File: src/rtl/alu_execute.sv
// Execute-stage ALU: single-cycle integer ops plus an iterative 32-step
// multiply/divide unit that owns HI/LO and stalls the pipe through busy.
module alu_execute #(
  parameter int WIDTH = 32
) (
  input  logic             clk,
  input  logic             rst_n,
  input  logic             valid_in,
  input  logic [1:0]       instr_type,
  input  logic [5:0]       instr_code,
  input  logic [WIDTH-1:0] a,
  input  logic [WIDTH-1:0] b,
  input  logic [4:0]       shamt,
  output logic [WIDTH-1:0] result,
  output logic             valid_out,
  output logic             overflow,
  output logic             zero,
  output logic             illegal,
  output logic             busy
);

  typedef enum logic [1:0] {S_IDLE, S_MUL, S_DIV} state_t;

  state_t             r_state, w_state_nxt;
  logic [4:0]         r_cnt;
  logic [2*WIDTH-1:0] r_p;        // mul: {partial, multiplier}; div: {remainder, dividend/quotient}
  logic [WIDTH-1:0]   r_m;        // multiplicand / divisor magnitude
  logic               r_neg_lo;   // negate product / quotient at completion
  logic               r_neg_hi;   // negate remainder at completion
  logic [WIDTH-1:0]   r_hi, r_lo;
  logic [WIDTH-1:0]   r_result;
  logic               r_valid, r_ovf, r_zero, r_ill;

  logic               w_accept, w_is_mul, w_is_div, w_md_op, w_last;
  logic [WIDTH-1:0]   w_sum, w_diff, w_res;
  logic               w_ovf, w_ill, w_hi_wr, w_lo_wr;
  logic               w_sgn, w_a_neg, w_b_neg;
  logic [WIDTH-1:0]   w_a_mag, w_b_mag;
  logic [WIDTH:0]     w_madd, w_trem;
  logic [WIDTH-1:0]   w_tsub;
  logic               w_ge;
  logic [2*WIDTH-1:0] w_p_nxt, w_prod;
  logic [WIDTH-1:0]   w_hi_fin, w_lo_fin;

  assign busy      = (r_state != S_IDLE);
  assign result    = r_result;
  assign valid_out = r_valid;
  assign overflow  = r_ovf;
  assign zero      = r_zero;
  assign illegal   = r_ill;

  assign w_accept = valid_in && (r_state == S_IDLE);
  assign w_is_mul = (instr_type == 2'd0) && (instr_code == 6'h18 || instr_code == 6'h19);
  assign w_is_div = (instr_type == 2'd0) && (instr_code == 6'h1A || instr_code == 6'h1B);
  assign w_md_op  = w_is_mul || w_is_div;
  assign w_last   = (r_cnt == 5'd31);

  assign w_sum  = a + b;
  assign w_diff = a - b;

  // Single-cycle result, flags and HI/LO move decode
  always_comb begin
    w_res   = '0;
    w_ovf   = 1'b0;
    w_ill   = 1'b0;
    w_hi_wr = 1'b0;
    w_lo_wr = 1'b0;
    case (instr_type)
      2'd0: begin
        case (instr_code)
          6'h00: w_res = b << shamt;
          6'h02: w_res = b >> shamt;
          6'h03: w_res = $signed(b) >>> shamt;
          6'h04: w_res = b << a[4:0];
          6'h06: w_res = b >> a[4:0];
          6'h07: w_res = $signed(b) >>> a[4:0];
          6'h10: w_res = r_hi;
          6'h12: w_res = r_lo;
          6'h11: begin w_res = a; w_hi_wr = 1'b1; end
          6'h13: begin w_res = a; w_lo_wr = 1'b1; end
          6'h18, 6'h19, 6'h1A, 6'h1B: w_res = '0;  // handled by the iterative unit
          6'h20: begin w_res = w_sum;  w_ovf = (a[WIDTH-1] == b[WIDTH-1]) && (w_sum[WIDTH-1] != a[WIDTH-1]); end
          6'h21: w_res = w_sum;
          6'h22: begin w_res = w_diff; w_ovf = (a[WIDTH-1] != b[WIDTH-1]) && (w_diff[WIDTH-1] != a[WIDTH-1]); end
          6'h23: w_res = w_diff;
          6'h24: w_res = a & b;
          6'h25: w_res = a | b;
          6'h26: w_res = a ^ b;
          6'h27: w_res = ~(a | b);
          6'h2A: w_res = {{(WIDTH-1){1'b0}}, ($signed(a) < $signed(b))};
          6'h2B: w_res = {{(WIDTH-1){1'b0}}, (a < b)};
          default: w_ill = 1'b1;
        endcase
      end
      2'd1: begin
        case (instr_code)
          6'h04, 6'h05, 6'h06, 6'h07: w_res = w_diff;  // branch compare, zero drives BEQ/BNE
          6'h08: begin w_res = w_sum; w_ovf = (a[WIDTH-1] == b[WIDTH-1]) && (w_sum[WIDTH-1] != a[WIDTH-1]); end
          6'h09: w_res = w_sum;
          6'h0A: w_res = {{(WIDTH-1){1'b0}}, ($signed(a) < $signed(b))};
          6'h0B: w_res = {{(WIDTH-1){1'b0}}, (a < b)};
          6'h0C: w_res = a & {16'h0, b[15:0]};
          6'h0D: w_res = a | {16'h0, b[15:0]};
          6'h0E: w_res = a ^ {16'h0, b[15:0]};
          6'h0F: w_res = {b[15:0], 16'h0};
          6'h20, 6'h21, 6'h22, 6'h23, 6'h24, 6'h25,
          6'h26, 6'h27, 6'h28, 6'h29, 6'h2A, 6'h2B: w_res = w_sum;  // load/store address
          default: w_ill = 1'b1;
        endcase
      end
      2'd2:    w_res = '0;
      default: w_ill = 1'b1;
    endcase
  end

  // Operand magnitudes for the iterative unit; a zero divisor keeps the raw dividend and no signs
  assign w_sgn   = !instr_code[0] && !(w_is_div && (b == '0));
  assign w_a_neg = w_sgn && a[WIDTH-1];
  assign w_b_neg = w_sgn && b[WIDTH-1];
  assign w_a_mag = w_a_neg ? -a : a;
  assign w_b_mag = w_b_neg ? -b : b;

  // One shift-add or restoring-subtract step per cycle
  always_comb begin
    w_madd = r_p[0] ? ({1'b0, r_p[2*WIDTH-1:WIDTH]} + {1'b0, r_m}) : {1'b0, r_p[2*WIDTH-1:WIDTH]};
    w_trem = {r_p[2*WIDTH-1:WIDTH], r_p[WIDTH-1]};
    w_ge   = (w_trem >= {1'b0, r_m});
    w_tsub = w_trem[WIDTH-1:0] - r_m;
    if (r_state == S_MUL)
      w_p_nxt = {w_madd, r_p[WIDTH-1:1]};
    else
      w_p_nxt = {(w_ge ? w_tsub : w_trem[WIDTH-1:0]), r_p[WIDTH-2:0], w_ge};
    w_prod = r_neg_lo ? -w_p_nxt : w_p_nxt;
    if (r_state == S_MUL) begin
      w_hi_fin = w_prod[2*WIDTH-1:WIDTH];
      w_lo_fin = w_prod[WIDTH-1:0];
    end else begin
      w_hi_fin = r_neg_hi ? -w_p_nxt[2*WIDTH-1:WIDTH] : w_p_nxt[2*WIDTH-1:WIDTH];
      w_lo_fin = r_neg_lo ? -w_p_nxt[WIDTH-1:0] : w_p_nxt[WIDTH-1:0];
    end
  end

  // FSM state register
  always_ff @(posedge clk or negedge rst_n) begin
    if (!rst_n) r_state <= S_IDLE;
    else        r_state <= w_state_nxt;
  end

  // FSM next state
  always_comb begin
    w_state_nxt = r_state;
    case (r_state)
      S_IDLE: begin
        if (w_accept && w_is_mul)      w_state_nxt = S_MUL;
        else if (w_accept && w_is_div) w_state_nxt = S_DIV;
      end
      S_MUL, S_DIV: if (w_last) w_state_nxt = S_IDLE;
      default: w_state_nxt = S_IDLE;
    endcase
  end

  // Datapath registers: result/flags, HI/LO and the iterative unit
  always_ff @(posedge clk or negedge rst_n) begin
    if (!rst_n) begin
      r_cnt    <= '0;
      r_p      <= '0;
      r_m      <= '0;
      r_neg_lo <= 1'b0;
      r_neg_hi <= 1'b0;
      r_hi     <= '0;
      r_lo     <= '0;
      r_result <= '0;
      r_valid  <= 1'b0;
      r_ovf    <= 1'b0;
      r_zero   <= 1'b0;
      r_ill    <= 1'b0;
    end else begin
      r_valid <= 1'b0;
      r_ovf   <= 1'b0;
      r_zero  <= 1'b0;
      r_ill   <= 1'b0;
      if (w_accept && !w_md_op) begin
        r_result <= w_res;
        r_valid  <= 1'b1;
        r_ovf    <= w_ovf;
        r_ill    <= w_ill;
        r_zero   <= (w_res == '0);
        if (w_hi_wr) r_hi <= a;
        if (w_lo_wr) r_lo <= a;
      end
      if (w_accept && w_md_op) begin
        r_cnt    <= '0;
        r_p      <= {{WIDTH{1'b0}}, w_a_mag};
        r_m      <= w_b_mag;
        r_neg_lo <= w_a_neg ^ w_b_neg;
        r_neg_hi <= w_a_neg;
      end
      if (r_state != S_IDLE) begin
        r_p   <= w_p_nxt;
        r_cnt <= r_cnt + 5'd1;
        if (w_last) begin
          r_hi     <= w_hi_fin;
          r_lo     <= w_lo_fin;
          r_result <= w_lo_fin;
          r_valid  <= 1'b1;
          r_zero   <= (w_lo_fin == '0);
        end
      end
    end
  end

endmodule

File: config.mk
export PLATFORM = sky130hd
export DESIGN_NAME = alu_execute
export DESIGN_NICKNAME = d
export VERILOG_FILES = /design/src/rtl/alu_execute.sv
export SDC_FILE = /design/constraint.sdc
export NUM_CORES = 2
export LEC_CHECK = 0
export ABC_CLOCK_PERIOD_IN_PS = 6800
export BUFFER_PORTS_ARGS = -buffer_cell sky130_fd_sc_hd__clkbuf_2
export CAP_MARGIN = 20
export CORE_ASPECT_RATIO = 1.25
export CORE_MARGIN = 2
export CORE_UTILIZATION = 40
export CTS_CLUSTER_SIZE = 20
export DETAILED_ROUTE_END_ITERATION = 10
export PLACE_DENSITY = 0.54
export SYNTH_ARGS = -nofsm -noshare
export SYNTH_HDL_FRONTEND = slang
export SYNTH_SLANG_ARGS = --single-unit
export TNS_END_PERCENT = 50
File: constraint.sdc
create_clock -name clk -period 6.8 [get_ports clk]
set_input_delay 1.36 -clock clk [delete_from_list [all_inputs] [get_ports clk]]
set_output_delay 1.36 -clock clk [all_outputs]
set_load 0.02 [all_outputs]
After elaboration in Yosys (flattened, before gate mapping) --
Index checks and enable logic that the tools add are counted.
Word-level totals: output and inout bits 37, flip-flop bits (word level) 205, input bits 80, word-level logic and storage cells 171
Operators by class: bitwise operators 8, order comparisons 3, reduce and logical (&&, ||, !) cells 36, equal/unequal tests 45, add/sub/neg operators 10, mux-type cells 50, shift operators 6
Operator list (count):
- $mux W32 | 18
- $pmux W32 S17 | 1
- $mux W64 | 4
- $pmux W32 S8 | 1
- $neg A32 Y32 | 4
- $logic_not A32 Y1 | 3
- $eq A6 B6 Y1 const B | 12
- $lt A32 B32 Y1 | 2
- $neg A64 Y64 | 1
- $pmux W32 S2 | 1
- $shl A32 B5 Y32 | 2
- $shr A32 B5 Y32 | 2
- $sshr A32 B5 Y32 | 2
- $sub A32 B32 Y32 | 2
- $eq A6 B4 Y1 const B | 8
- $eq A6 B5 Y1 const B | 8
- $reduce_or A24 Y1 | 2
- $add A32 B32 Y33 | 1
- $ge A33 B32 Y1 | 1
- $mux W33 | 1
- $add A32 B32 Y32 | 1
- $and A32 B16 Y32 | 1
- $and A32 B32 Y32 | 1
- $not A32 Y32 | 1
- 31 further kinds | 78

Longest topological paths before layout --
depth in word-level cells 10, gate-level depth with buffers 21, depth with buffers taken out 18

Least setup slack after synthesis --
OpenSTA, ideal clock, no wires.
kind input to register, start point input port b[14], end point register r_zero (netlist: zero), arrival time 5.633 ns, path slack 1.102 ns, path buffers 2, setup time 0.066 ns, stages on the path 18, required time 6.734 ns, cell sequence clkbuf_1 -> clkinv_1 -> ha_1 -> clkbuf_1 -> inv_1 -> a211o_1 -> a221o_1 -> and3_1 -> or3_1 -> a311o_1 -> o31a_1 -> o31a_1 -> nand2_1 -> o2111ai_1 -> and3_1 -> a221oi_1 -> nor4bb_1 -> a31o_1
Between the ends: word-level cells in the longest chain between the ends 8, elaborated cells on any way between the ends 24, classes of those cells add/sub: 2; order compare: 2; shift: 6; mux: 6; bitwise: 7; reduce/logical: 1
Ends and longest elaborated chain:
- from (decl) | RTL line 12 | input logic [WIDTH-1:0] b,
- parallel branches: the longest is 3 deep, another holds $sub A32 B32 Y32
- $pmux W32 S2 * | RTL line 68 | case (instr_type)
- $logic_not A32 Y1 * | RTL line 187 | r_zero <= (w_res == '0);
- $mux W1 * | RTL line 182 | if (w_accept && !w_md_op) begin
- $mux W1 | RTL line 201 | if (w_last) begin
- $mux W1 * | RTL line 198 | if (r_state != S_IDLE) begin
- to (signal assigned) | RTL line 187
- to (signal assigned) | RTL line 206 | r_zero <= (w_lo_fin == '0);
- to (decl) | RTL line 32 | logic r_valid, r_ovf, r_zero, r_ill;
Every way passes the cells marked *. A chain may end at the register's enable or synchronous reset.

Worst setup path after layout --
start point input port a[4], end point register r_zero (netlist: zero)
Between the ends: word-level cells in the longest chain between the ends 8, elaborated cells on any way between the ends 21, classes of those cells add/sub: 2; order compare: 2; shift: 3; mux: 6; bitwise: 7; reduce/logical: 1
Ends and longest elaborated chain:
- from (decl) | RTL line 11 | input logic [WIDTH-1:0] a,
- parallel branches: the longest is 3 deep, another holds $sub A32 B32 Y32
- $pmux W32 S2 * | RTL line 68
- $logic_not A32 Y1 * | RTL line 187
- $mux W1 * | RTL line 182
- $mux W1 | RTL line 201
- $mux W1 * | RTL line 198
Marked as above.

==> flow_metrics.py <==
metrics = {
    "run_status": {
        "outcome": "finished clean",
    },
    "grt": {
        "grt_pass1_vias": 37300,
        "overflow": 0,
        "grt_max_degree": 105,
        "grt_pass1_wl_um": 289000,
        "grt_antenna_before_repair": 26,
        "grtUsageTotal_pct": 51.5,
    },
    "floorplan": {
        "ios": 117,
        "die_w_um": 251,
        "dieArea_um2": 78700,
        "rows": 113,
        "placeableCoreArea_um2": 75900,
        "die_h_um": 313,
        "start_util_pct": 40.3,
    },
    "timing": {
        "post-route-period-util_pct": 95.3,
        "worstMarginPinSlew_ns": 1.28,
        "rsz0062_at_grt": "false",
        "relSlewSlack_pct": 14.9,
        "holdWs_ns": 0.491,
        "postLayoutSetupSlackWorst_ns": 0.319,
        "hold_viol_final": 0,
        "skew_ns": 0.0319,
        "period_minus_slack_ns": 6.48,
        "finalSetupViolCount": 0,
        "tns_ns": 0,
        "fmax_mhz": 154,
        "drv_slew": 0,
    },
    "cells_and_area": {
        "post-route-cell-area_um2": 35100,
        "final_layout_size_suffix_gt1_share_pct": 14.2,
        "fin_util_pct": 46.3,
        "fin_nets": 4796,
        "fillers": 7958,
        "fin_cells": 5556,
        "area_growth_pct": 14.8,
    },
    "critical_path": {
        "arrival_ns": 6.99,
        "crit_path_start": "a[4]",
        "worstPathRequired_ns": 7.31,
        "regToRegSetupSlack_ns": 0.73,
        "regToRegEndpoint": "r_hi[21]",
        "cp-start-kind": "input port",
        "r2r_cells": 17,
        "critPathMaxFanout": 9,
        "r2r-start": "r_m[13]",
        "cp-end-kind": "flop",
        "critical_path_class": "in2reg",
        "cp-endpoint": "zero",
    },
    "synth": {
        "synth_cell_types": 101,
        "synth_most_common_cell": "a21oi_1",
        "syn_area_per_cell_um2": 7.06,
        "syn-cell-area_um2": 30600,
        "yosys.area_share.simple_pct": 22.8,
        "syn_nets": 4584,
        "synthArstFlopShare_pct": 100,
        "synth_common_cells": "a21oi_1, nand2_1, nor2_1, o21ai_0, clkbuf_1",
        "ys.flop_type": "dfrtp_1",
        "ys_warn_count": 0,
        "synth_xor_area_share_pct": 6.24,
        "synth_compound_area_share_pct": 35.2,
        "synthAdderAreaFrac_pct": 7.09,
        "synth_edf_count": 0,
        "synth.top_cell.area_share_pct": 16.8,
        "synth_mux_area_share_pct": 5.64,
        "syn_inst": 4333,
        "seq_area_frac_synth_pct": 16.8,
        "ys_seq_elements": 205,
        "yosys.area.top_type": "dfrtp_1",
        "yosys-top-cells-area": "dfrtp_1, a21oi_1, ha_1",
        "synth_top_family_by_area": "compound AO/OA/AOI/OAI gates",
    },
    "clock_network": {
        "cts.sinks": 205,
        "cts_resized": 0,
        "clkTransAtPathRegs_ns": 0.08,
        "post_cts_buffers": 0,
        "cts_buffer_depth": 3,
        "cts.htree.levels": 1,
        "root_buffer": "clkbuf_16",
        "cts_hold_buf": 0,
        "clock_latency_ns": 0.58,
        "cts_tree": "done",
        "cts_buffers": 22,
    },
    "placement": {
        "io_buffers": 116,
        "dpl.hpwl_um": 163000,
        "dp.cells": 5495,
        "placed_area_um2": 34200,
        "place.gp.congestion": 1.20,
        "place_worst_setup_slack_ns": -0.150,
    },
    "routing": {
        "drtPass1Iterations": 8,
        "dr.first_iter.drc_count": 6178,
        "drc": 0,
        "vias": 40300,
        "vias_per_cell": 7.25,
        "ant_nets": 0,
        "routed_wl_um": 209000,
        "avgRoutedWirePerCell_um": 37.6,
    },
    "power_and_ir_drop": {
        "p_clk_share_pct": 12.8,
        "p_switching_mw": 6.27,
        "intPower_mw": 4.99,
        "p_leak_nw": 14.5,
        "finalPower_mw": 11.3,
        "power_density_nw_per_um2": 321,
        "netSwitchingFraction_pct": 55.7,
        "p_comb_share_pct": 68.9,
        "ir_drop_mv": 0.309,
        "p_seq_share_pct": 18.4,
    },
    "flow_run": {
        "drv_cap": 0,
    },
    "worst_hold_path": {
        "min_path_type": "reg2reg",
    },
}
==> state kept, by name, indices dropped and copies added (netlist names), 2 cells and up <==
name and cells:
r_hi 32, result 32, r_cnt 5, r_p 64
r_m 32, r_lo 32, r_state 2
==> routing by layer <==
metal	wire length [µm]	vias up	GRT usage [%]
li1	-	16800	-
met1	72200	19200	58.4
met2	87100	3231	76.3
met3	25900	1027	17.7
met4	23600	16	46.4
met5	88	-	0
==> power groups by stage <==
| stage | sequential, mW | combinational (mW) | clock [mW] |
|---|---|---|---|
| 3_5_place_dp | 2.05 | 7.35 | 0 |
| 6_report | 2.07 | 7.76 | 1.44 |
| 2_1_floorplan | 1.91 | 4.62 | 0 |
| 3_3_place_gp | 2.05 | 7.32 | 0 |
| 4_1_cts | 2.04 | 7.40 | 1.44 |
| 5_1_grt | 2.09 | 8.14 | 1.47 |
==> layout make-up <==
cell class	count	area [µm²]	share of cell area, %
clock inverter	16	259	0.737
sequential	205	5130	14.6
multi-input combinational	3643	23600	67.3
clock buffer	24	568	1.62
antenna	18	45.0	0.128
inverter	164	616	1.75
timing repair buffer	509	3660	10.4
tap	977	1220	3.48
==> worst min path at each step <==
| stage | start | depth (start not counted) | slack, ns | endpoint |
|---|---|---|---|---|
| after CTS | r_cnt[3] | 1 | 0.49 | r_cnt[3] |
| after detailed placement | r_state[1] | 1 | 0.49 | r_state[1] |
| final | r_cnt[3] | 1 | 0.49 | r_cnt[3] |
| after global placement | r_cnt[3] | 1 | 0.48 | r_cnt[3] |
| after floorplan | r_cnt[3] | 1 | 0.45 | r_cnt[3] |
| after global routing | r_state[1] | 1 | 0.53 | r_state[1] |
==> cell families after synthesis <==
logic type / count (synthesis)
AO/OA/AOI/OAI: 1620
AND/OR/NAND/NOR: 1477
buffers and inverters: 485
XOR/XNOR: 218
flip-flops: 205
adder cells (fa/ha/maj): 171
multiplexers: 157
==> worst max-delay path: stages <==
cell      delay (ns)
clkbuf_2        0.36
inv_2           0.28
ha_1            0.54
o211ai_1        0.17
o211ai_1        0.27
nand4_1         0.19
a21boi_0        0.88
o21bai_1        0.44
nand3_1         0.20
a21oi_1         0.15
or4b_1          0.62
a211oi_1        0.36
nand4_1         0.12
or4_1           0.44
nor3_1          0.23
and3_1          0.20
a31o_1          0.14
==> cells in the final DEF (no fill, tap or decap), types with 142 or more instances in the layout <==
cell type  netlist  routed
nand2_1        422     421
o21ai_0        303     302
nor2_1         414     414
nand3_1        150     149
xnor2_1        167     167
a21oi_1        436     436
dfrtp_1        205     205
nor3_1         145     142
inv_1          144     144
ha_1           167     165
buf_4            6     382
(Power assumes the default switching activity.)
